$ cat src/rtl/alu_seq_ctrl.sv
// -----------------------------------------------------------------------------
// alu_seq_ctrl
//
// Operand sequencer and result-capture stage for a W-bit registered ALU.
// Operand A with its opcode, then operand B, arrive over a valid/ready word
// stream. The block presents op/A/B to the ALU for one execute cycle, captures
// the registered ALU result and flag one cycle later, and holds them on a
// valid/ready output port until the consumer takes them.
//
// Configuration macro:
//   ALU_SEQ_CHAIN_EN - when defined, an accepted result is copied back into
//                      operand A and the next input word is taken as operand
//                      B (accumulator chaining). Undefined by default.
//
// Ports:
//   clk, rst_n              clock (rising edge), asynchronous active-low reset
//   in_valid/in_ready       input word handshake
//   in_data [W-1:0]         operand value
//   in_op   [2:0]           opcode (000 add, 001 sub, 010 and, 011 or,
//                           100 not, 101 xor); 110/111 are rejected
//   alu_s/alu_a/alu_b       opcode and operands driven to the ALU
//   alu_result/alu_f        registered ALU result and flag
//   out_valid/out_ready     result handshake
//   out_result/out_flag     captured result and flag
//   op_err                  one-cycle pulse after an illegal opcode is dropped
//   op_cnt  [CNT_W-1:0]     completed operations, wraps
// -----------------------------------------------------------------------------
module alu_seq_ctrl #(
    parameter int W     = 6,
    parameter int CNT_W = 8
) (
    input  logic             clk,
    input  logic             rst_n,
    input  logic             in_valid,
    output logic             in_ready,
    input  logic [W-1:0]     in_data,
    input  logic [2:0]       in_op,
    output logic [2:0]       alu_s,
    output logic [W-1:0]     alu_a,
    output logic [W-1:0]     alu_b,
    input  logic [W-1:0]     alu_result,
    input  logic [1:0]       alu_f,
    output logic             out_valid,
    input  logic             out_ready,
    output logic [W-1:0]     out_result,
    output logic [1:0]       out_flag,
    output logic             op_err,
    output logic [CNT_W-1:0] op_cnt
);

    typedef enum logic [2:0] {
        S_LOAD_A = 3'd0,
        S_LOAD_B = 3'd1,
        S_EXEC   = 3'd2,
        S_WAIT   = 3'd3,
        S_DONE   = 3'd4
    } state_t;

    // Highest legal opcode (xor); 110 and 111 are rejected.
    localparam logic [2:0] OP_MAX = 3'b101;

    state_t           r_state;
    state_t           w_next_state;

    logic [W-1:0]     r_a;
    logic [W-1:0]     r_b;
    logic [2:0]       r_op;
    logic [W-1:0]     r_out_result;
    logic [1:0]       r_out_flag;
    logic             r_out_valid;
    logic             r_in_ready;
    logic             r_op_err;
    logic [CNT_W-1:0] r_op_cnt;

    logic             w_in_fire;
    logic             w_out_fire;
    logic             w_op_legal;

    assign w_in_fire  = in_valid && r_in_ready;
    assign w_out_fire = r_out_valid && out_ready;
    assign w_op_legal = (in_op <= OP_MAX);

    // -------------------------------------------------------------------------
    // State register
    // -------------------------------------------------------------------------
    // NOTE: every clocked block uses non-blocking assignments so all registers
    // update together from values sampled before the edge.
    always_ff @(posedge clk or negedge rst_n) begin
        if (!rst_n) begin
            r_state <= S_LOAD_A;
        end else begin
            r_state <= w_next_state;
        end
    end

    // -------------------------------------------------------------------------
    // Next-state logic
    // -------------------------------------------------------------------------
    // NOTE: the default assignment first means every path assigns
    // w_next_state, so no latch is inferred.
    always_comb begin
        w_next_state = r_state;
        case (r_state)
            S_LOAD_A: begin
                if (w_in_fire && w_op_legal) begin
                    w_next_state = S_LOAD_B;
                end
            end
            S_LOAD_B: begin
`ifdef ALU_SEQ_CHAIN_EN
                // A word carrying a different, illegal opcode is dropped.
                if (w_in_fire && ((in_op == r_op) || w_op_legal)) begin
                    w_next_state = S_EXEC;
                end
`else
                if (w_in_fire) begin
                    w_next_state = S_EXEC;
                end
`endif
            end
            S_EXEC: begin
                w_next_state = S_WAIT;
            end
            S_WAIT: begin
                w_next_state = S_DONE;
            end
            S_DONE: begin
                if (w_out_fire) begin
`ifdef ALU_SEQ_CHAIN_EN
                    w_next_state = S_LOAD_B;
`else
                    w_next_state = S_LOAD_A;
`endif
                end
            end
            default: begin
                w_next_state = S_LOAD_A;
            end
        endcase
    end

    // -------------------------------------------------------------------------
    // Datapath and registered handshake outputs
    // -------------------------------------------------------------------------
    always_ff @(posedge clk or negedge rst_n) begin
        if (!rst_n) begin
            r_a          <= '0;
            r_b          <= '0;
            r_op         <= '0;
            r_out_result <= '0;
            r_out_flag   <= 2'b00;
            r_out_valid  <= 1'b0;
            r_in_ready   <= 1'b1;
            r_op_err     <= 1'b0;
            r_op_cnt     <= '0;
        end else begin
            r_op_err <= 1'b0;

            case (r_state)
                S_LOAD_A: begin
                    if (w_in_fire) begin
                        if (w_op_legal) begin
                            r_a  <= in_data;
                            r_op <= in_op;
                        end else begin
                            r_op_err <= 1'b1;
                        end
                    end
                end
                S_LOAD_B: begin
                    if (w_in_fire) begin
`ifdef ALU_SEQ_CHAIN_EN
                        if (in_op == r_op) begin
                            r_b <= in_data;
                        end else if (w_op_legal) begin
                            r_op <= in_op;
                            r_b  <= in_data;
                        end else begin
                            r_op_err <= 1'b1;
                        end
`else
                        r_b <= in_data;
`endif
                    end
                end
                S_WAIT: begin
                    // The ALU sampled op/A/B at the end of EXEC, so its
                    // registered outputs are valid throughout this cycle.
                    r_out_result <= alu_result;
                    r_out_flag   <= alu_f;
                    r_op_cnt     <= r_op_cnt + CNT_W'(1);
                end
                S_DONE: begin
`ifdef ALU_SEQ_CHAIN_EN
                    if (w_out_fire) begin
                        r_a <= r_out_result;
                    end
`endif
                end
                default: begin
                end
            endcase

            // Handshake flags are registered copies of the next state, so
            // in_ready never depends combinationally on in_valid.
            r_in_ready  <= (w_next_state == S_LOAD_A) || (w_next_state == S_LOAD_B);
            r_out_valid <= (w_next_state == S_DONE);
        end
    end

    assign in_ready   = r_in_ready;
    assign out_valid  = r_out_valid;
    assign out_result = r_out_result;
    assign out_flag   = r_out_flag;
    assign op_err     = r_op_err;
    assign op_cnt     = r_op_cnt;
    assign alu_s      = r_op;
    assign alu_a      = r_a;
    assign alu_b      = r_b;

endmodule
$ cat config.mk
export PLATFORM = sky130hd
export DESIGN_NAME = alu_seq_ctrl
export DESIGN_NICKNAME = d
export VERILOG_FILES = /design/src/rtl/alu_seq_ctrl.sv
export SDC_FILE = /design/constraint.sdc
export NUM_CORES = 1
export LEC_CHECK = 0
export BUFFER_PORTS_ARGS = -buffer_cell sky130_fd_sc_hd__buf_2
export CAP_MARGIN = 20
export CELL_PAD_IN_SITES_DETAIL_PLACEMENT = 1
export CELL_PAD_IN_SITES_GLOBAL_PLACEMENT = 2
export CORE_MARGIN = 1
export CORE_UTILIZATION = 32
export DETAILED_ROUTE_END_ITERATION = 10
export HOLD_SLACK_MARGIN = 0.05
export PLACE_DENSITY = 0.81
export REMOVE_ABC_BUFFERS = 1
export SLEW_MARGIN = 15
export SYNTH_ARGS = -nofsm -noshare
export SYNTH_HDL_FRONTEND = slang
export SYNTH_SLANG_ARGS = --single-unit
$ cat constraint.sdc
create_clock -name clk -period 3.1 [get_ports clk]
set_clock_uncertainty 0.1 [all_clocks]
set_input_delay 0.93 -clock clk [delete_from_list [all_inputs] [get_ports clk]]
set_output_delay 0.93 -clock clk [all_outputs]
set_load 0.01 [all_outputs]
==> flow_metrics.env <==
export IMPL_status="complete, but fails checks"
export IMPL_violations="design-rule violations"
export IMPL_path_buf_inv=1
export IMPL_cts_buffer_depth=2
export IMPL_synth_simple_gate_area_frac=0.207
export IMPL_fin_crit_ns=2.02
export IMPL_met1Wirelength_um=1550
export IMPL_drv_slew=0
export IMPL_grt_max_degree=38
export IMPL_finalHoldViolCount=0
export IMPL_io_buffers=54
export IMPL_critPathCaptureType="primary output"
export IMPL_h_tree_depth=2
export IMPL_syn2layout_area_growth_pct=30.0
export IMPL_synth_top_area_frac=0.597
export IMPL_r2r_start="r_state[1]$_DFF_PN0_"
export IMPL_required_ns=2.07
export IMPL_ant_nets=0
export IMPL_p_per_area_mw_per_mm2=1030
export IMPL_fmax_mhz=494
export IMPL_drt_first_pass_iters=7
export IMPL_gr_total_overflow=0
export IMPL_hpwl_um=2330
export IMPL_num_vias=1111
export IMPL_maxCapViolCount=0
export IMPL_die_x_um=70.7
export IMPL_synth_area_leaders="dfrtp_1, mux2_2, nand2_1"
export IMPL_final_nets=204
export IMPL_startpoint="in_ready$_DFF_PN1_"
export IMPL_ys_seq_elements=37
export IMPL_cts_hold_buffers=0
export IMPL_cellLeakagePower_uw=0.00102
export IMPL_yosysSeqAreaShare=0.614
export IMPL_cts_sinks=37
export IMPL_synth_top_family_by_area="simple AND/OR/NAND/NOR gates"
export IMPL_dr_wl_met2_um=1470
export IMPL_synthMuxAreaShare=0.0969
export IMPL_setup_violations=0
export IMPL_fin_crit_sh=0.653
export IMPL_tns_ns=0
export IMPL_wl_met3_um=245
export IMPL_power_uw=2020
export IMPL_post_cts_buffers=0
export IMPL_slowest_delay_ns=0.57
export IMPL_clk_pin_slew_ns=0.08
export IMPL_via_per_inst=4.73
export IMPL_grt_pass1_wl_um=5730
export IMPL_ir_drop_v=0.000351
export IMPL_tightest_slew_ns=0.828
export IMPL_cts_tree="done"
export IMPL_yosysUniqueCellTypes=27
export IMPL_start_util=0.340
export IMPL_cts_made_buffers=5
export IMPL_cpLargestDelayFamily="flip-flops"
export IMPL_num_rows=24
export IMPL_synth_xor_area_frac=0.0406
export IMPL_drive_above_1_share=0.443
export IMPL_hp_class="reg -> reg"
export IMPL_worstPathMaxFanout=4
export IMPL_synth_compound_area_frac=0.0174
export IMPL_gp_congestion=0.737
export IMPL_synthAdderAreaFrac=0.00829
export IMPL_netlist_instances=125
export IMPL_die_area_mm2=0.00500
export IMPL_cp_slowest_cell="dfstp_2"
export IMPL_drt_iter0_drc=85
export IMPL_fillerInstances=501
export IMPL_slew_headroom=0.448
export IMPL_root_buffer="clkbuf_8"
export IMPL_path_class="reg -> out"
export IMPL_min_from="op_cnt[7]$_DFFE_PN0N_"
export IMPL_die_h_um=70.7
export IMPL_startpoint_type="flop"
export IMPL_wl_per_cell_um=13.9
export IMPL_avgSynthCellArea_um2=12.1
export IMPL_track_usage=0.149
export IMPL_yosysWarningCount=0
export IMPL_grt_pass1_vias=1196
export IMPL_syn_cell_area_mm2=0.00151
export IMPL_rsz0062_at_grt="false"
export IMPL_worstPathCellList="buf_2"
export IMPL_ios=55
export IMPL_coreArea_mm2=0.00444
export IMPL_n_antenna_cell=0
export IMPL_antenna_found_initial=0
export IMPL_routed_wl_um=3280
export IMPL_drcViolationCount=10
export IMPL_synth_largest_area_cell="dfrtp_1"
export IMPL_highest_layer="met4"
export IMPL_worstSkewPairLatency_ns=0.29
export IMPL_cts_resized_gates=0
export IMPL_crit_arrival_ns=0.99
-- placed cells by master (no fill, tap or decap), types with 2 or more instances in the layout --
cell / instances
buf_2: 54
dfrtp_1: 36
nand2_1: 34
mux2_2: 13
clkbuf_8: 5
xnor2_1: 4
nand3b_1: 3
nand4_1: 3
xor2_1: 3
nand2b_1: 2
nor2_1: 2
nand3_1: 2
and3b_1: 2
nor4_1: 2
nor3_1: 2
bufinv_16: 2
-- routing by layer --
metal,GRT usage,vias up
li1,-,532
met1,0.200,530
met2,0.226,47
met3,0.0527,2
met4,0.0467,0
met5,0,-
-- flip-flops by register name, indices dropped and copies added, names as in the netlist --
name        count
op_err          1
out_result      6
alu_s           3
r_state         3
alu_b           6
in_ready        1
out_flag        2
op_cnt          8
out_valid       1
alu_a           6
-- final cells by class --
| type | instances | area [um2] | area share |
|---|---|---|---|
| clock buffers | 5 | 68.8 | 0.0351 |
| clock inverters | 3 | 68.8 | 0.0351 |
| inverters | 1 | 3.75 | 0.00191 |
| multi-input cells | 83 | 559 | 0.285 |
| flip-flops and latches | 37 | 927 | 0.472 |
| well taps | 52 | 65.1 | 0.0331 |
| repair buffers | 54 | 270 | 0.138 |
-- worst paths after layout --
path	end	slack [ns]	cells after the start
setup / recovery	in_ready	1.08	1
max in group asynchronous	op_cnt[5]$_DFFE_PN0N_	1.75	1
hold reg to reg	op_cnt[7]$_DFFE_PN0N_	0.37	1
setup reg to reg	op_cnt[5]$_DFFE_PN0N_	1.29	3
hold / removal	op_cnt[7]$_DFFE_PN0N_	0.37	1
min in group asynchronous	r_state[0]$_DFF_PN0_	0.64	1
-- kinds of logic after synthesis --
group	count (synthesis)
AND/OR/NAND/NOR	58
flip-flops	37
adder cells (fa/ha/maj)	1
XOR/XNOR	7
buffers and inverters	5
multiplexers	13
AO/OA/AOI/OAI	4
-- report_power, final --
group	leakage [uW]	switching [uW]	total, uW	internal [uW]
Sequential	0.000459	149	843	694
Combinational	0.000493	343	679	335
Clock	0.0000687	179	503	324
-- through the flow --
step / instances / area, um2 / hold WS [ns] / util / setup WS [ns]
global route: 235 / 1960 / 0.408 / 0.442 / 1.03
floorplan: 121 / 1490 / 0.371 / - / 1.18
CTS: 235 / 1960 / 0.373 / 0.442 / 1.06
finish: 235 / 1960 / 0.371 / 0.442 / 1.08
detailed placement: 227 / 1830 / 0.360 / 0.411 / 0.921
global placement: 227 / 1830 / 0.356 / 0.411 / 0.967
-- worst reg2reg max path, cell delays in order, from the launching register on --
cell	delay, ns
dfrtp_1	0.52
nand3b_1	0.52
nor3_1	0.43
xor2_1	0.17
-- synthesized netlist by cell type, drive strengths merged --
| cell | n |
|---|---|
| nand2 | 34 |
| nand2b | 2 |
| nand3 | 3 |
| buf | 4 |
| nor4 | 2 |
| a21oi | 1 |
| nor3b | 1 |
| o21bai | 1 |
| xnor2 | 4 |
| or3b | 1 |
| inv | 1 |
| nand3b | 4 |
| o21a | 1 |
| nor3 | 2 |
| ha | 1 |
| a31oi | 1 |
| dfstp | 1 |
| and3b | 3 |
| xor2 | 3 |
| nor2 | 2 |
| dfrtp | 36 |
| and3 | 1 |
| nand4 | 3 |
| mux2 | 13 |
No activity file was read; power rests on OpenSTA's default activity.
